## config.mk

```make
export PLATFORM = sky130hd
export DESIGN_NAME = axi4_lite_master_bridge_flat
export DESIGN_NICKNAME = d
export VERILOG_FILES = /design/src/rtl/axi4_lite_pkg.sv /design/src/rtl/axi4_lite_master_bridge_if.sv /design/src/rtl/axi4_lite_master_bridge.sv /design/src/flat_wrapper.sv
export SDC_FILE = /design/constraint.sdc
export NUM_CORES = 1
export LEC_CHECK = 0
export BUFFER_PORTS_ARGS = -buffer_cell sky130_fd_sc_hd__buf_4
export CAP_MARGIN = 10
export CORE_AREA = 2 2 117 119
export CTS_BUF_LIST = sky130_fd_sc_hd__clkbuf_8
export DETAILED_ROUTE_END_ITERATION = 6
export DIE_AREA = 0 0 119 121
export PLACE_DENSITY = 0.83
export SLEW_MARGIN = 15
export SYNTH_ARGS = -nofsm -noshare
export SYNTH_HDL_FRONTEND = slang
export SYNTH_SLANG_ARGS = --single-unit
```

## constraint.sdc

```tcl
create_clock -name clk -period 2.42 [get_ports clk]
set_input_delay 0.363 -clock clk [delete_from_list [all_inputs] [get_ports clk]]
set_output_delay 0.363 -clock clk [all_outputs]
set_load 0.1 [all_outputs]
```

## src/rtl/axi4_lite_pkg.sv

```systemverilog
// Shared AXI4-Lite definitions: response codes, protection encodings and the
// master bridge state enum.
package axi4_lite_pkg;

  localparam logic [1:0] RESP_OKAY   = 2'b00;
  localparam logic [1:0] RESP_EXOKAY = 2'b01;
  localparam logic [1:0] RESP_SLVERR = 2'b10;
  localparam logic [1:0] RESP_DECERR = 2'b11;

  localparam logic [2:0] PROT_DATA  = 3'b000;
  localparam logic [2:0] PROT_INSTR = 3'b100;

  // Read data returned to the core when the watchdog aborts a transaction.
  localparam logic [31:0] TIMEOUT_RDATA = 32'hDEAD_BEEF;

  typedef enum logic [2:0] {
    ST_IDLE,
    ST_WR_REQ,
    ST_WR_RESP,
    ST_RD_REQ,
    ST_RD_RESP
  } bridge_state_e;

endpackage

```

## src/rtl/axi4_lite_master_bridge_if.sv

```systemverilog
// AXI4-Lite bus bundle between the master bridge and the downstream
// interconnect; the master modport is the bridge side.
interface axi4_lite_master_bridge_if #(
    parameter int ADDR_WIDTH = 32,
    parameter int DATA_WIDTH = 32
);

    logic [ADDR_WIDTH-1:0]   M_AXI_AWADDR;
    logic [2:0]              M_AXI_AWPROT;
    logic                    M_AXI_AWVALID;
    logic                    M_AXI_AWREADY;

    logic [DATA_WIDTH-1:0]   M_AXI_WDATA;
    logic [DATA_WIDTH/8-1:0] M_AXI_WSTRB;
    logic                    M_AXI_WVALID;
    logic                    M_AXI_WREADY;

    logic [1:0]              M_AXI_BRESP;
    logic                    M_AXI_BVALID;
    logic                    M_AXI_BREADY;

    logic [ADDR_WIDTH-1:0]   M_AXI_ARADDR;
    logic [2:0]              M_AXI_ARPROT;
    logic                    M_AXI_ARVALID;
    logic                    M_AXI_ARREADY;

    logic [DATA_WIDTH-1:0]   M_AXI_RDATA;
    logic [1:0]              M_AXI_RRESP;
    logic                    M_AXI_RVALID;
    logic                    M_AXI_RREADY;

    modport master (
        output M_AXI_AWADDR, M_AXI_AWPROT, M_AXI_AWVALID,
        input  M_AXI_AWREADY,
        output M_AXI_WDATA, M_AXI_WSTRB, M_AXI_WVALID,
        input  M_AXI_WREADY,
        input  M_AXI_BRESP, M_AXI_BVALID,
        output M_AXI_BREADY,
        output M_AXI_ARADDR, M_AXI_ARPROT, M_AXI_ARVALID,
        input  M_AXI_ARREADY,
        input  M_AXI_RDATA, M_AXI_RRESP, M_AXI_RVALID,
        output M_AXI_RREADY
    );

    modport slave (
        input  M_AXI_AWADDR, M_AXI_AWPROT, M_AXI_AWVALID,
        output M_AXI_AWREADY,
        input  M_AXI_WDATA, M_AXI_WSTRB, M_AXI_WVALID,
        output M_AXI_WREADY,
        output M_AXI_BRESP, M_AXI_BVALID,
        input  M_AXI_BREADY,
        input  M_AXI_ARADDR, M_AXI_ARPROT, M_AXI_ARVALID,
        output M_AXI_ARREADY,
        output M_AXI_RDATA, M_AXI_RRESP, M_AXI_RVALID,
        input  M_AXI_RREADY
    );

endinterface

```

## src/rtl/axi4_lite_master_bridge.sv

```systemverilog
// Core request port to AXI4-Lite master, one transaction outstanding.
// Optional watchdog enabled by defining AXI_MASTER_TIMEOUT_EN.
module axi4_lite_master_bridge
    import axi4_lite_pkg::*;
#(
    parameter int ADDR_WIDTH     = 32,
    parameter int DATA_WIDTH     = 32,
    parameter int TIMEOUT_CYCLES = 256
) (
    input  logic                    clk,
    input  logic                    rst_n,

    input  logic                    cpu_req,
    input  logic                    cpu_we,
    input  logic                    cpu_instr,
    input  logic [ADDR_WIDTH-1:0]   cpu_addr,
    input  logic [DATA_WIDTH-1:0]   cpu_wdata,
    input  logic [DATA_WIDTH/8-1:0] cpu_wstrb,
    output logic                    cpu_ready,
    output logic                    cpu_done,
    output logic [DATA_WIDTH-1:0]   cpu_rdata,
    output logic                    cpu_err,

    axi4_lite_master_bridge_if.master m_axi
);

    bridge_state_e           state_q;
    logic                    ready_q, done_q, err_q;
    logic [DATA_WIDTH-1:0]   rdata_q;
    logic [ADDR_WIDTH-1:0]   addr_q;
    logic [DATA_WIDTH-1:0]   wdata_q;
    logic [DATA_WIDTH/8-1:0] wstrb_q;
    logic [2:0]              arprot_q;
    logic                    awvalid_q, wvalid_q, bready_q, arvalid_q, rready_q;
    logic                    aw_done_q, w_done_q;

    logic aw_hs, w_hs, timeout;

    assign aw_hs = awvalid_q && m_axi.M_AXI_AWREADY;
    assign w_hs  = wvalid_q  && m_axi.M_AXI_WREADY;

`ifdef AXI_MASTER_TIMEOUT_EN
    // Responses arriving after an abort are sunk while idle.
    localparam logic IDLE_READY = 1'b1;
    localparam int   CNT_W      = $clog2(TIMEOUT_CYCLES + 1);

    logic [CNT_W-1:0] tmo_cnt_q;

    assign timeout = (state_q != ST_IDLE) && (tmo_cnt_q == CNT_W'(TIMEOUT_CYCLES - 1));

    always_ff @(posedge clk or negedge rst_n) begin
        if (!rst_n) begin
            tmo_cnt_q <= '0;
        end else if (state_q == ST_IDLE) begin
            tmo_cnt_q <= '0;
        end else begin
            tmo_cnt_q <= tmo_cnt_q + 1'b1;
        end
    end
`else
    localparam logic IDLE_READY = 1'b0;

    assign timeout = 1'b0;
`endif

    // NOTE: every register here, control and datapath alike, is cleared by the
    // async reset and updated only with non-blocking assignments.
    always_ff @(posedge clk or negedge rst_n) begin
        if (!rst_n) begin
            state_q   <= ST_IDLE;
            ready_q   <= 1'b1;
            done_q    <= 1'b0;
            err_q     <= 1'b0;
            rdata_q   <= '0;
            addr_q    <= '0;
            wdata_q   <= '0;
            wstrb_q   <= '0;
            arprot_q  <= PROT_DATA;
            awvalid_q <= 1'b0;
            wvalid_q  <= 1'b0;
            bready_q  <= 1'b0;
            arvalid_q <= 1'b0;
            rready_q  <= 1'b0;
            aw_done_q <= 1'b0;
            w_done_q  <= 1'b0;
        end else begin
            done_q <= 1'b0;
            if (timeout) begin
                awvalid_q <= 1'b0;
                wvalid_q  <= 1'b0;
                arvalid_q <= 1'b0;
                bready_q  <= IDLE_READY;
                rready_q  <= IDLE_READY;
                ready_q   <= 1'b1;
                done_q    <= 1'b1;
                err_q     <= 1'b1;
                rdata_q   <= DATA_WIDTH'(TIMEOUT_RDATA);
                state_q   <= ST_IDLE;
            end else begin
                unique case (state_q)
                    ST_IDLE: begin
                        bready_q <= IDLE_READY;
                        rready_q <= IDLE_READY;
                        if (cpu_req) begin
                            addr_q   <= cpu_addr;
                            wdata_q  <= cpu_wdata;
                            wstrb_q  <= cpu_wstrb;
                            arprot_q <= cpu_instr ? PROT_INSTR : PROT_DATA;
                            ready_q  <= 1'b0;
                            bready_q <= 1'b0;
                            rready_q <= 1'b0;
                            if (cpu_we) begin
                                awvalid_q <= 1'b1;
                                wvalid_q  <= 1'b1;
                                aw_done_q <= 1'b0;
                                w_done_q  <= 1'b0;
                                state_q   <= ST_WR_REQ;
                            end else begin
                                arvalid_q <= 1'b1;
                                state_q   <= ST_RD_REQ;
                            end
                        end
                    end
                    ST_WR_REQ: begin
                        if (aw_hs) begin
                            awvalid_q <= 1'b0;
                            aw_done_q <= 1'b1;
                        end
                        if (w_hs) begin
                            wvalid_q <= 1'b0;
                            w_done_q <= 1'b1;
                        end
                        // Either channel may finish last, possibly in this very cycle.
                        if ((aw_done_q || aw_hs) && (w_done_q || w_hs)) begin
                            bready_q <= 1'b1;
                            state_q  <= ST_WR_RESP;
                        end
                    end
                    ST_WR_RESP: begin
                        if (m_axi.M_AXI_BVALID) begin
                            bready_q <= IDLE_READY;
                            rready_q <= IDLE_READY;
                            ready_q  <= 1'b1;
                            done_q   <= 1'b1;
                            err_q    <= (m_axi.M_AXI_BRESP != RESP_OKAY);
                            state_q  <= ST_IDLE;
                        end
                    end
                    ST_RD_REQ: begin
                        if (m_axi.M_AXI_ARREADY) begin
                            arvalid_q <= 1'b0;
                            rready_q  <= 1'b1;
                            state_q   <= ST_RD_RESP;
                        end
                    end
                    ST_RD_RESP: begin
                        if (m_axi.M_AXI_RVALID) begin
                            bready_q <= IDLE_READY;
                            rready_q <= IDLE_READY;
                            ready_q  <= 1'b1;
                            done_q   <= 1'b1;
                            rdata_q  <= m_axi.M_AXI_RDATA;
                            err_q    <= (m_axi.M_AXI_RRESP != RESP_OKAY);
                            state_q  <= ST_IDLE;
                        end
                    end
                    default: state_q <= ST_IDLE;
                endcase
            end
        end
    end

    assign cpu_ready = ready_q;
    assign cpu_done  = done_q;
    assign cpu_rdata = rdata_q;
    assign cpu_err   = err_q;

    assign m_axi.M_AXI_AWADDR  = addr_q;
    assign m_axi.M_AXI_AWPROT  = PROT_DATA;
    assign m_axi.M_AXI_AWVALID = awvalid_q;
    assign m_axi.M_AXI_WDATA   = wdata_q;
    assign m_axi.M_AXI_WSTRB   = wstrb_q;
    assign m_axi.M_AXI_WVALID  = wvalid_q;
    assign m_axi.M_AXI_BREADY  = bready_q;
    assign m_axi.M_AXI_ARADDR  = addr_q;
    assign m_axi.M_AXI_ARPROT  = arprot_q;
    assign m_axi.M_AXI_ARVALID = arvalid_q;
    assign m_axi.M_AXI_RREADY  = rready_q;

endmodule
```

## src/flat_wrapper.sv

```systemverilog
// flat-port wrapper written by rule: the top's interface ports become plain ports
module axi4_lite_master_bridge_flat import axi4_lite_pkg::*;
#(
    parameter int ADDR_WIDTH     = 32,
    parameter int DATA_WIDTH     = 32,
    parameter int TIMEOUT_CYCLES = 256
)
  (clk, rst_n, cpu_req, cpu_we, cpu_instr, cpu_addr, cpu_wdata, cpu_wstrb, cpu_ready, cpu_done, cpu_rdata, cpu_err, m_axi_M_AXI_AWADDR, m_axi_M_AXI_AWPROT, m_axi_M_AXI_AWVALID, m_axi_M_AXI_AWREADY, m_axi_M_AXI_WDATA, m_axi_M_AXI_WSTRB, m_axi_M_AXI_WVALID, m_axi_M_AXI_WREADY, m_axi_M_AXI_BRESP, m_axi_M_AXI_BVALID, m_axi_M_AXI_BREADY, m_axi_M_AXI_ARADDR, m_axi_M_AXI_ARPROT, m_axi_M_AXI_ARVALID, m_axi_M_AXI_ARREADY, m_axi_M_AXI_RDATA, m_axi_M_AXI_RRESP, m_axi_M_AXI_RVALID, m_axi_M_AXI_RREADY);
  axi4_lite_master_bridge_if #(.ADDR_WIDTH(ADDR_WIDTH), .DATA_WIDTH(DATA_WIDTH)) m_axi_i ();
  input  logic clk;
  input  logic rst_n;
  input  logic cpu_req;
  input  logic cpu_we;
  input  logic cpu_instr;
  input  logic [ADDR_WIDTH-1:0] cpu_addr;
  input  logic [DATA_WIDTH-1:0] cpu_wdata;
  input  logic [DATA_WIDTH/8-1:0] cpu_wstrb;
  output logic cpu_ready;
  output logic cpu_done;
  output logic [DATA_WIDTH-1:0] cpu_rdata;
  output logic cpu_err;
  output wire logic [$bits(m_axi_i.M_AXI_AWADDR)-1:0] m_axi_M_AXI_AWADDR;
  output wire logic [$bits(m_axi_i.M_AXI_AWPROT)-1:0] m_axi_M_AXI_AWPROT;
  output wire logic [$bits(m_axi_i.M_AXI_AWVALID)-1:0] m_axi_M_AXI_AWVALID;
  input wire logic [$bits(m_axi_i.M_AXI_AWREADY)-1:0] m_axi_M_AXI_AWREADY;
  output wire logic [$bits(m_axi_i.M_AXI_WDATA)-1:0] m_axi_M_AXI_WDATA;
  output wire logic [$bits(m_axi_i.M_AXI_WSTRB)-1:0] m_axi_M_AXI_WSTRB;
  output wire logic [$bits(m_axi_i.M_AXI_WVALID)-1:0] m_axi_M_AXI_WVALID;
  input wire logic [$bits(m_axi_i.M_AXI_WREADY)-1:0] m_axi_M_AXI_WREADY;
  input wire logic [$bits(m_axi_i.M_AXI_BRESP)-1:0] m_axi_M_AXI_BRESP;
  input wire logic [$bits(m_axi_i.M_AXI_BVALID)-1:0] m_axi_M_AXI_BVALID;
  output wire logic [$bits(m_axi_i.M_AXI_BREADY)-1:0] m_axi_M_AXI_BREADY;
  output wire logic [$bits(m_axi_i.M_AXI_ARADDR)-1:0] m_axi_M_AXI_ARADDR;
  output wire logic [$bits(m_axi_i.M_AXI_ARPROT)-1:0] m_axi_M_AXI_ARPROT;
  output wire logic [$bits(m_axi_i.M_AXI_ARVALID)-1:0] m_axi_M_AXI_ARVALID;
  input wire logic [$bits(m_axi_i.M_AXI_ARREADY)-1:0] m_axi_M_AXI_ARREADY;
  input wire logic [$bits(m_axi_i.M_AXI_RDATA)-1:0] m_axi_M_AXI_RDATA;
  input wire logic [$bits(m_axi_i.M_AXI_RRESP)-1:0] m_axi_M_AXI_RRESP;
  input wire logic [$bits(m_axi_i.M_AXI_RVALID)-1:0] m_axi_M_AXI_RVALID;
  output wire logic [$bits(m_axi_i.M_AXI_RREADY)-1:0] m_axi_M_AXI_RREADY;
  assign m_axi_M_AXI_AWADDR = m_axi_i.M_AXI_AWADDR;
  assign m_axi_M_AXI_AWPROT = m_axi_i.M_AXI_AWPROT;
  assign m_axi_M_AXI_AWVALID = m_axi_i.M_AXI_AWVALID;
  assign m_axi_i.M_AXI_AWREADY = m_axi_M_AXI_AWREADY;
  assign m_axi_M_AXI_WDATA = m_axi_i.M_AXI_WDATA;
  assign m_axi_M_AXI_WSTRB = m_axi_i.M_AXI_WSTRB;
  assign m_axi_M_AXI_WVALID = m_axi_i.M_AXI_WVALID;
  assign m_axi_i.M_AXI_WREADY = m_axi_M_AXI_WREADY;
  assign m_axi_i.M_AXI_BRESP = m_axi_M_AXI_BRESP;
  assign m_axi_i.M_AXI_BVALID = m_axi_M_AXI_BVALID;
  assign m_axi_M_AXI_BREADY = m_axi_i.M_AXI_BREADY;
  assign m_axi_M_AXI_ARADDR = m_axi_i.M_AXI_ARADDR;
  assign m_axi_M_AXI_ARPROT = m_axi_i.M_AXI_ARPROT;
  assign m_axi_M_AXI_ARVALID = m_axi_i.M_AXI_ARVALID;
  assign m_axi_i.M_AXI_ARREADY = m_axi_M_AXI_ARREADY;
  assign m_axi_i.M_AXI_RDATA = m_axi_M_AXI_RDATA;
  assign m_axi_i.M_AXI_RRESP = m_axi_M_AXI_RRESP;
  assign m_axi_i.M_AXI_RVALID = m_axi_M_AXI_RVALID;
  assign m_axi_M_AXI_RREADY = m_axi_i.M_AXI_RREADY;
  axi4_lite_master_bridge #(.ADDR_WIDTH(ADDR_WIDTH), .DATA_WIDTH(DATA_WIDTH), .TIMEOUT_CYCLES(TIMEOUT_CYCLES)) u_core (.clk(clk), .rst_n(rst_n), .cpu_req(cpu_req), .cpu_we(cpu_we), .cpu_instr(cpu_instr), .cpu_addr(cpu_addr), .cpu_wdata(cpu_wdata), .cpu_wstrb(cpu_wstrb), .cpu_ready(cpu_ready), .cpu_done(cpu_done), .cpu_rdata(cpu_rdata), .cpu_err(cpu_err), .m_axi(m_axi_i));
endmodule
```

======== Yosys cells after proc, flatten, opt, wreduce, memory -nomap -nowiden ========
Cells that the tools add are included.
storage, ports and cells
  flip-flop bits (word level) ............. 116
  latch bits .............................. 0
  bits in writable memories ............... 0
  bits in read-only memories .............. 0
  bits of input ports ..................... 114
  output and inout port bits .............. 146
  memories ................................ 0
operators by class
  add/subtract/negate cells ............... 0
  $mul .................................... 0
  divide/modulo/power cells ............... 0
  order comparisons ....................... 0
  equal/unequal tests ..................... 13
  shifts and indexed selects .............. 0
  multiplexer cells ....................... 40
  bitwise gates (word level) .............. 0
  reductions and logical operators ........ 24
operators with widths
  operator                                                count
  AND reduction 4 bit                                     6
  two-way mux 1 bit                                       22
  two-way mux 3 bit                                       6
  case mux 3 bit (5 select lines)                         1
  case mux 1 bit (2 select lines)                         7
  inequality test 2 bit (second input constant)           6
  nonzero test 2 bit                                      5
  case mux 1 bit (4 select lines)                         2
  nonzero test 4 bit                                      2
  == test 3 x 2 -> 1 bit (second input constant)          2
  inequality test 2 x 1 -> 1 bit (second input constant)  3
  AND reduction 5 bit                                     1
  AND reduction 2 bit                                     2
  == test 3 x 1 -> 1 bit (second input constant)          1
  == test 3 bit (second input constant)                   1
  logical AND 1 bit                                       3
  zero test 3 bit                                         1
  case mux 1 bit (3 select lines)                         1
  AND reduction 3 bit                                     1
  nonzero test 3 bit                                      1
  logical OR 1 bit                                        2
  two-way mux 2 bit                                       1

======== Longest topological paths before layout ========
Gate-level depths: netlist (run 1).
  word-level depth ........................ 5
  depth in mapped cells ................... 6

======== Least setup slack after synthesis (run 1) ========
Ideal clock, no wire load.
  kind .................................... register to register
  start ................................... register u_core.wvalid_q, in the netlist u_core.m_axi.M_AXI_WVALID
  end ..................................... register u_core.state_q[0]
  setup time .............................. 0.120 ns
  data arrival time ....................... 1.603 ns
  required time ........................... 2.300 ns
  path slack .............................. 0.697 ns
  cell stages (with the launch flop) ...... 5
  period minus slack after synthesis ...... 1.723 ns
  cells stage by stage .................... dfrtp_1 a21oi_1 nor3_1 a21oi_1 a31o_2
between the ends
  longest elaborated chain between the ends .. 5
RTL lines
  element                                          RTL line                        source
  from (decl)                                      axi4_lite_master_bridge.sv:34   logic awvalid_q, wvalid_q, bready_q, arvalid_q, rready_q;
  from (signal assigned)                           axi4_lite_master_bridge.sv:80   wvalid_q <= 1'b0;
  from (signal assigned)                           axi4_lite_master_bridge.sv:90   wvalid_q <= 1'b0;
  from (signal assigned)                           axi4_lite_master_bridge.sv:114  wvalid_q <= 1'b1;
  logical AND 1 bit                                axi4_lite_master_bridge.sv:40   assign w_hs = wvalid_q && m_axi.M_AXI_WREADY;
  logical OR 1 bit                                 axi4_lite_master_bridge.sv:134  if ((aw_done_q || aw_hs) && (w_done_q || w_hs)) begin
  logical AND 1 bit                                axi4_lite_master_bridge.sv:134
  inequality test 2 x 1 -> 1 bit (no source line)  --
  AND reduction 5 bit (no source line)             --
  to (signal assigned)                             axi4_lite_master_bridge.sv:136  state_q <= ST_WR_RESP;
  to (signal assigned)                             axi4_lite_master_bridge.sv:146  state_q <= ST_IDLE;
  to (signal assigned)                             axi4_lite_master_bridge.sv:153  state_q <= ST_RD_RESP;
  to (decl)                                        axi4_lite_master_bridge.sv:27   bridge_state_e state_q;
No other way between the ends.
A chain may end at the register's enable or synchronous reset.

======== Worst setup path in the final report (run 1) ========
  start ................................... register u_core.state_q[0]
  end ..................................... register u_core.addr_q[25], in the netlist u_core.m_axi.M_AXI_ARADDR[25]
between the ends
  longest elaborated chain between the ends .. 2
RTL lines
  element                               RTL line                        source
  from (signal assigned)                axi4_lite_master_bridge.sv:70   state_q <= ST_IDLE;
  from (signal assigned)                axi4_lite_master_bridge.sv:98   state_q <= ST_IDLE;
  from (signal assigned)                axi4_lite_master_bridge.sv:117  state_q <= ST_WR_REQ;
  zero test 3 bit                       axi4_lite_master_bridge.sv:100  unique case (state_q)
  AND reduction 2 bit (no source line)  --
  to (signal assigned)                  axi4_lite_master_bridge.sv:105  addr_q <= cpu_addr;
  to (decl)                             axi4_lite_master_bridge.sv:30   logic [ADDR_WIDTH-1:0] addr_q;
No other way between the ends.

==> metrics.cfg, run 1 <==
[critical_path]
worstPathMaxFanout = 31
cp-start-kind = flop
slowest_stage = dfrtp_1
slowest_delay_ps = 520
timing.rr.end = u_core.m_axi.M_AXI_ARADDR[25]
required_ps = 2730
rrSetupSlack_ps = 530
path_delay_family = simple AND/OR/NAND/NOR gates
rr_startpoint = u_core.state_q[0]
worst_ep_arrival_time_ps = 2200
worstPathCellList = nor2_2 > and3_4 > buf_12 > mux2_2
critPathCaptureType = flop
critPathBufInv = 1
crit_type = reg -> reg
rr_worst_depth = 4

[detailed_routing]
viasPerCell = 4.63
drtAntennaViolNets = 0
firstDrtPassIters = 4
first_iter_violations = 148
vias = 3451
wl_per_cell_um = 16.7
drc = 0
wl_um = 12400

[die]
std_cell_rows = 42
fp.dieH_um = 121
die_x_um = 119
die_area_mm2 = 0.0144
start_util = 0.395
core_mm2 = 0.0131
ios = 260

[global_route]
grt_overflow = 0
grt_start_max_net_pins = 65
antenna_found_initial = 0
grt_pass1_vias = 3638
grt_use_total = 0.172
grt_pass1_wl_um = 19200

[yosys]
synth_area_leaders = dfrtp_1 55%, mux2_4 28%, buf_4 5.4%
syn-instance-count = 323
seq_area_frac_synth = 0.552
ys_warn_count = 0
yosysTopAreaCell = dfrtp_1
synth_top_area_frac = 0.547
synth_common_cells = 113 x dfrtp_1, 98 x mux2_4, 37 x buf_4
ys.flop_type = dfrtp_1
synth_edf_count = 0
synth_area_mm2 = 0.00517
ys_types = 32
synthMostInstantiatedCell = dfrtp_1
synth_seq_cells = 114
synth_async_sr_flop_share = 1.00
syn_area_per_cell_um2 = 16.0

[sta]
setup_viol = 0
slew_viol_final = 0
worst_pin_slew_ps = 523
max-slew-margin-rel = 0.651
period_needed_ps = 1890
hold_violations = 0
min_period_over_period = 0.781
fin_setup_tns_ps = 0
fin_worst_skew_ps = 8.31
rsz0062_at_grt = false
clock.fmax_mhz = 529
worst_hold_slack_ps = 168

[hold_path]
min_to = u_core.cpu_rdata[21]
whs_path_depth = 2
hold_path.class = in -> reg
min_from = m_axi_M_AXI_RDATA[21]

[placement]
portBuffers = 254
dp_hpwl_um = 9140
gp_congestion = 0.891

[finish]
diodes = 0
fin_nets = 671
layout-drive-gt1-share = 0.701
area_delta_synth_final_pct = 41.9

[clock_network]
cts_tree = done
cts_sinks = 114
clk_path_buf_depth = 2
cts_buffers = 17
clkTransAtPathRegs_ps = 70
clockRootBuffer = clkbuf_8
clock_latency_ps = 420
htreeDepth = 4

[flow_run]
cap_viol_max_count = 0

[outcome]
status = finished clean

-- kinds of logic (layout without fill, tap and decap cells) --
family | Yosys count | after routing | synth area share
buffers and inverters | 53 | 295 | 0.0977
other | 1 | 5 | 0.000725
AND/OR/NAND/NOR | 31 | 31 | 0.0307
flip-flops | 114 | 114 | 0.552
AO/OA/AOI/OAI | 21 | 21 | 0.0239
multiplexers | 103 | 103 | 0.295
-- layout by cell type, fill, tap and decap left out, types with 2 or more instances in the layout --
cell,instances
nor3_1,2
clkinv_2,5
buf_12,4
o21ai_0,3
bufinv_16,3
a21oi_1,10
clkinv_4,2
nand3b_1,3
a31oi_1,4
dfrtp_1,113
clkbuf_8,20
mux2_4,98
nand2_1,10
mux2_2,4
nor2_1,7
inv_1,2
conb_1,5
buf_4,257
-- layout make-up --
cell class                 count  area, µm²
inverter                       2       7.51
multi-input combinational    160       1830
fill                        1065       5740
sequential                   114       2850
clock inverter                11        136
timing repair buffer         262       2020
tap                          176        220
clock buffer                  20        275
-- metal layers --
metal / part of all wire / wire length (µm) / GRT usage
met5: 0 / 0 / 0
met4: 0.027 / 329 / 0.0833
met3: 0.053 / 663 / 0.0409
met2: 0.53 / 6630 / 0.297
met1: 0.39 / 4790 / 0.200
-- worst max path at each step --
stage | from | endpoint | slack, ps | depth (start not counted)
6_report | u_core.state_q[0] | u_core.m_axi.M_AXI_ARADDR[25] | 530 | 4
5_1_grt | u_core.state_q[0] | u_core.m_axi.M_AXI_ARADDR[25] | 460 | 4
4_1_cts | u_core.state_q[0] | u_core.m_axi.M_AXI_ARADDR[25] | 530 | 4
3_5_place_dp | u_core.state_q[0] | u_core.m_axi.M_AXI_ARADDR[25] | 550 | 4
3_3_place_gp | u_core.state_q[0] | u_core.m_axi.M_AXI_ARADDR[25] | 610 | 4
2_1_floorplan | u_core.m_axi.M_AXI_WVALID | u_core.state_q[0] | 700 | 4
-- flip-flops by register name (all words and copies together), names as in the netlist --
| name | count |
|---|---|
| u_core.cpu_rdata | 32 |
| u_core.m_axi.M_AXI_ARADDR | 32 |
| u_core.m_axi.M_AXI_WDATA | 32 |
| u_core.m_axi.M_AXI_WSTRB | 4 |
| u_core.state_q | 3 |
| u_core.aw_done_q | 1 |
| u_core.cpu_done | 1 |
| u_core.cpu_err | 1 |
| u_core.cpu_ready | 1 |
| u_core.m_axi.M_AXI_ARPROT | 1 |
| u_core.m_axi.M_AXI_ARVALID | 1 |
| u_core.m_axi.M_AXI_AWVALID | 1 |
| u_core.m_axi.M_AXI_BREADY | 1 |
| u_core.m_axi.M_AXI_RREADY | 1 |
| u_core.m_axi.M_AXI_WVALID | 1 |
| u_core.w_done_q | 1 |
-- metrics by stage --
| step | instance area (µm²) | cells | util | worst slack, ps |
|---|---|---|---|---|
| 5_1_grt | 7340 | 745 | 0.561 | 457 |
| 4_1_cts | 7340 | 745 | 0.561 | 534 |
| 6_report | 7340 | 745 | 0.561 | 530 |
| 2_1_floorplan | 5190 | 327 | - | 697 |
| 3_5_place_dp | 6920 | 713 | 0.529 | 553 |
| 3_3_place_gp | 6920 | 713 | 0.529 | 609 |
-- what timing repair did --
action                                  in CTS  in global routing
endpoints found under the setup margin       0                  0
resized for setup                            0                  0
hold buffers                                 1                  0
setup buffers                                0                  0
endpoints found under the hold margin       34                  0
Power of run 1 is not shown: default switching activity piles up to over one toggle a cycle in this logic, so the estimate is an artifact.
==> run 2, diff against run 1 <==
==> constraint.sdc (replaced) <==
create_clock -name clk -period 1.9 [get_ports clk]
set_input_delay 0.285 -clock clk [delete_from_list [all_inputs] [get_ports clk]]
set_output_delay 0.285 -clock clk [all_outputs]
set_load 0.1 [all_outputs]
==> run 2 against run 1 <==
  * Global-route usage grew 0.18 points
  * Cell area up 0.49%
  * Non-clock buffer count shrank 1
  * Die area unchanged
  * Clock-buffer cell count grew 2
  * First-iteration DRC count increased by 4.7%
  * Worst hold slack got worse by 90 ps
  * Core utilization rose by 0.28 points
  * Via count fell by 0.12%
  * Worst setup slack got worse by 230 ps
  * Sequential share of layout area fell by 0.19 points
  * Cell count unchanged
  * Critical endpoint unchanged
  * Largest cell class unchanged
==> metrics.cfg, run 2 (same netlist as run 1, synthesis figures left out) <==
[global_route]
grt_pass1_wl_um = 19300  ; +0.79%
grt_pass1_vias = 3601  ; -1.0%
grt_overflow = 0  ; unchanged
grt_start_max_net_pins = 115  ; +77%
antenna_found_initial = 0  ; unchanged
grt_use_total = 0.173  ; +0.00180

[sta]
period_needed_ps = 1600  ; -292 ps
clock.fmax_mhz = 626  ; +18%
rsz0062_at_grt = false
worst_pin_slew_ps = 612  ; +89.2 ps
fin_setup_tns_ps = 0  ; unchanged
max-slew-margin-rel = 0.592  ; -0.0595
setup_viol = 0  ; unchanged
hold_violations = 0  ; unchanged
min_period_over_period = 0.841  ; +0.0601
slew_viol_final = 0  ; unchanged
fin_worst_skew_ps = 11.3  ; +3.00 ps

[die]
core_mm2 = 0.0131  ; unchanged
std_cell_rows = 42  ; unchanged
fp.dieH_um = 121  ; unchanged
die_x_um = 119  ; unchanged
start_util = 0.395  ; unchanged
die_area_mm2 = 0.0144  ; unchanged
ios = 260  ; unchanged

[clock_network]
hold_buffers = 1  ; unchanged
clk_path_buf_depth = 2  ; unchanged
cts_sinks = 114  ; unchanged
ctsResizeCount = 0  ; unchanged
clock_latency_ps = 430  ; about the same
clockRootBuffer = clkbuf_8
cts_tree = done
clkTransAtPathRegs_ps = 70  ; about the same
cts_buffers = 17  ; unchanged
cts_post_setup_buffers_inserted = 0  ; unchanged
htreeDepth = 4  ; unchanged

[finish]
final_common_cell = buf_4
diodes = 0  ; unchanged
fin_nets = 670  ; -0.15%
layout-drive-gt1-share = 0.703  ; +0.00176
area_delta_synth_final_pct = 42.6
layout_common_cells = 256 x buf_4, 113 x dfrtp_1, 98 x mux2_4

[placement]
gp_congestion = 0.879  ; -1.3%
portBuffers = 254  ; unchanged
dp_hpwl_um = 8910  ; -2.5%

[critical_path]
rr_worst_depth = 4  ; unchanged
timing.rr.end = u_core.m_axi.M_AXI_ARADDR[25]
rrSetupSlack_ps = 300  ; -230 ps
critPathCaptureType = flop
worst_ep_arrival_time_ps = 1920  ; -280 ps
endpoint = u_core.m_axi.M_AXI_ARADDR[25]
worstPathMaxFanout = 46  ; +48%
startpoint = u_core.state_q[2]
required_ps = 2220  ; -510 ps
cp-start-kind = flop
rr_startpoint = u_core.state_q[2]
crit_type = reg -> reg

[outcome]
status = finished clean

[detailed_routing]
wl_per_cell_um = 16.5  ; -0.81%
wl_um = 12300  ; -0.81%
viasPerCell = 4.63  ; -0.12%
vias = 3447  ; -0.12%
firstDrtPassIters = 4  ; unchanged
drtAntennaViolNets = 0  ; unchanged
first_iter_violations = 155  ; +4.7%
drc = 0  ; unchanged

[hold_path]
hold_path.class = in -> reg

[flow_run]
cap_viol_max_count = 0  ; unchanged

[run 2: changes by cell type in the layout (fill, tap and decap cells not counted), sizes merged]
cell	change
clkinvlp	+1
clkinv	-2
inv	-1
clkbuf	+2
buf	-1
bufinv	+1
[run 2: through the flow]
stage	instance area [µm²]	cells	setup WS (ps)	utilization	hold WS, ps
floorplan	5190	327	177	-	-10.6
global placement	6910	712	336	0.528	406
detailed placement	6910	712	300	0.528	422
CTS	7380	745	296	0.564	43.7
global route	7380	745	232	0.564	47.6
finish	7380	745	302	0.564	78.8
[run 2: layout make-up]
| cell class | count | area [µm²] |
|---|---|---|
| fillers | 1057 | 5710 |
| repair buffers | 261 | 2010 |
| multi-input cells | 160 | 1830 |
| clock buffers | 22 | 303 |
| clock inverters | 10 | 153 |
| well taps | 176 | 220 |
| flip-flops and latches | 114 | 2850 |
| inverters | 2 | 7.51 |
[run 2: metal layers]
| metal | vias up | wire (µm) | global-route usage |
|---|---|---|---|
| met5 | - | 0 | 0 |
| met4 | 0 | 214 | 0.0729 |
| met3 | 18 | 827 | 0.0475 |
| met2 | 176 | 6660 | 0.301 |
| li1 | 1546 | - | - |
| met1 | 1707 | 4600 | 0.202 |
[run 2: worst min-delay path by stage]
stage                       startpoint                      endpoint  slack (ps)  depth (start not counted)
after global placement           rst_n  u_core.m_axi.M_AXI_WDATA[24]         410                          2
after detailed placement         rst_n  u_core.m_axi.M_AXI_WDATA[18]         420                          2
after CTS                  cpu_addr[2]  u_core.m_axi.M_AXI_ARADDR[2]          40                          2
after floorplan                  rst_n              u_core.aw_done_q         -10                          0
final                      cpu_addr[2]  u_core.m_axi.M_AXI_ARADDR[2]          80                          2
after global routing      cpu_wstrb[0]   u_core.m_axi.M_AXI_WSTRB[0]          50                          2
[run 2: worst max-delay path: stages (launching register included)]
cell	delay [ps]
dfrtp_1	450
inv_2	100
and3_4	210
buf_12	310
mux2_2	380
Power of run 2 is left out for the same reason.
==> run 3, diff against run 2 <==
==> constraint.sdc (replaced) <==
create_clock -name clk -period 1.5 [get_ports clk]
set_input_delay 0.225 -clock clk [delete_from_list [all_inputs] [get_ports clk]]
set_output_delay 0.225 -clock clk [all_outputs]
set_load 0.1 [all_outputs]
==> run 3 against run 2 <==
  * Clock-buffer cell count decreased by 1
  * Sequential share of layout area fell by 0.86 points
  * Wire length is 10% higher
  * Worst hold slack worse by 45 ps
  * Fmax grew 6.8%
  * Die area stayed put
  * Register-to-register slack lost 300 ps
  * Non-clock buffer count rose by 21
  * Cell area increased by 3.8%
  * Critical path depth did not move
  * Via count is 1.2% higher
  * Core utilization rose by 2.1 points
  * Critical path type unchanged
  * Largest cell class unchanged
  * Highest routed layer unchanged
==> metrics.cfg, run 3 (same netlist as run 1, synthesis figures left out) <==
[critical_path]
rr_startpoint = u_core.state_q[0]
slowest_stage = dfrtp_1
endpoint = u_core.m_axi.M_AXI_ARADDR[9]
timing.rr.end = u_core.m_axi.M_AXI_ARADDR[9]
worst_ep_arrival_time_ps = 1790  ; -130 ps
rrSetupSlack_ps = 4  ; -300 ps
slowest_delay_ps = 410  ; -40 ps
required_ps = 1790  ; -430 ps
cp-start-kind = flop
rr_worst_depth = 4  ; unchanged
startpoint = u_core.state_q[0]
crit_type = reg -> reg
worstPathMaxFanout = 9  ; -80%
critPathCaptureType = flop
worstPathCellList = nor2_4 > and3_4 > clkbuf_16 > mux2_4

[die]
ios = 260  ; unchanged
core_mm2 = 0.0131  ; unchanged
std_cell_rows = 42  ; unchanged
fp.dieH_um = 121  ; unchanged
start_util = 0.395  ; unchanged
die_area_mm2 = 0.0144  ; unchanged
die_x_um = 119  ; unchanged

[sta]
fin_worst_skew_ps = 6.15  ; -5.17 ps
clock.fmax_mhz = 668  ; +6.8%
setup_viol = 0  ; unchanged
period_needed_ps = 1500  ; -102 ps
rsz0062_at_grt = true
slew_viol_final = 0  ; unchanged
hold_violations = 0  ; unchanged
min_period_over_period = 0.998  ; +0.156

[finish]
layout_common_cells = 266 x buf_4, 99 x mux2_4, 79 x dfrtp_1
diodes = 0  ; unchanged
post-route-cell-area_mm2 = 0.00766  ; +3.8%
area_delta_synth_final_pct = 48.1
fin_nets = 692  ; +3.3%
fillerInstances = 1057  ; unchanged
layout-drive-gt1-share = 0.766  ; +0.0631
final_common_cell = buf_4

[clock_network]
cts_sinks = 114  ; unchanged
cts_post_setup_buffers_inserted = 0  ; unchanged
clockRootBuffer = clkbuf_8
clkTransAtPathRegs_ps = 70  ; about the same
cts_tree = done
clock_latency_ps = 420  ; about the same
cts_buffers = 17  ; unchanged
htreeDepth = 4  ; unchanged
clk_path_buf_depth = 2  ; unchanged

[global_route]
grt_start_max_net_pins = 34  ; -70%
grt_pass1_vias = 3615  ; +0.39%
antenna_found_initial = 0  ; unchanged
grt_pass1_wl_um = 19200  ; -0.46%
grt_use_total = 0.174  ; +0.000239
grt_overflow = 0  ; unchanged

[detailed_routing]
wl_um = 13600  ; +10%
first_iter_violations = 140  ; -9.7%
firstDrtPassIters = 4  ; unchanged
wl_per_cell_um = 17.7  ; +7.4%
drtAntennaViolNets = 0  ; unchanged
vias = 3490  ; +1.2%
drc = 0  ; unchanged
viasPerCell = 4.56  ; -1.5%

[placement]
gp_congestion = 0.871  ; -0.97%
post_dp_cell_area_mm2 = 0.00708  ; +2.4%
portBuffers = 254  ; unchanged
dp_hpwl_um = 9650  ; +8.3%

[flow_run]
cap_viol_max_count = 0  ; unchanged

[hold_path]
hold_path.class = in -> reg

[outcome]
status = finished clean

run 3: cell types whose count changed in the layout (fill, tap and decap cells not counted), moves of 3 or more:
cell,before,now
bufinv_16,4,1
inv_1,1,6
dfrtp_2,0,34
clkbuf_16,0,6
dfrtp_1,113,79
buf_4,256,266
run 3: worst max-delay path, delay by kind of cell (launching register included):
kind          cells  cell delay (ps)
buf+inv           1              200
flops             1              410
mux               1              300
simple gates      2              460
run 3: how the worst min path moves through the flow:
stage	from	end	slack [ps]	cells past startpoint
finish	m_axi_M_AXI_RDATA[9]	u_core.cpu_rdata[9]	30	2
floorplan	rst_n	u_core.aw_done_q	-70	0
CTS	m_axi_M_AXI_RVALID	u_core.state_q[2]	3	2
global placement	rst_n	u_core.m_axi.M_AXI_WDATA[31]	200	1
global route	cpu_wdata[9]	u_core.m_axi.M_AXI_WDATA[9]	-3	2
detailed placement	rst_n	u_core.m_axi.M_AXI_WDATA[31]	200	1
run 3: final cells by class:
class | instances | area [µm²] | area share
inverter | 2 | 7.51 | 0.000980
tap | 176 | 220 | 0.0288
timing repair buffer | 282 | 2310 | 0.302
multi-input combinational | 161 | 1860 | 0.243
clock inverter | 10 | 71.3 | 0.00931
clock buffer | 21 | 289 | 0.0377
sequential | 114 | 2900 | 0.378
run 3: stage by stage:
step                utilization  cells  setup TNS (ps)  worst slack (ps)  hold WS [ps]
finish                    0.585    766               0              3.55          33.4
detailed placement        0.541    725            -151             -12.9           203
global route              0.585    766           -2130             -50.6         -2.59
floorplan                     -    327               0              23.3         -70.6
CTS                       0.569    757            -526             -26.0          2.68
global placement          0.541    725               0              16.4           197
run 3: repair_timing:
| action | in CTS | in global routing |
|---|---|---|
| hold buffers | 1 | 0 |
| gates resized for setup | 0 | 8 |
| cloned | 0 | 9 |
| endpoints found under the setup margin | 26 | 75 |
| endpoints found under the hold margin | 24 | 0 |
| pin swaps | 0 | 3 |
run 3: routing by layer:
metal,global-route usage,wire (µm),part of all wire,vias up
met5,0,0,0,-
met4,0.0714,174,0.013,0
met3,0.0409,690,0.051,13
met2,0.316,7390,0.54,160
met1,0.195,5330,0.39,1732
li1,-,-,-,1585
Power of run 3 is left out for the same reason.
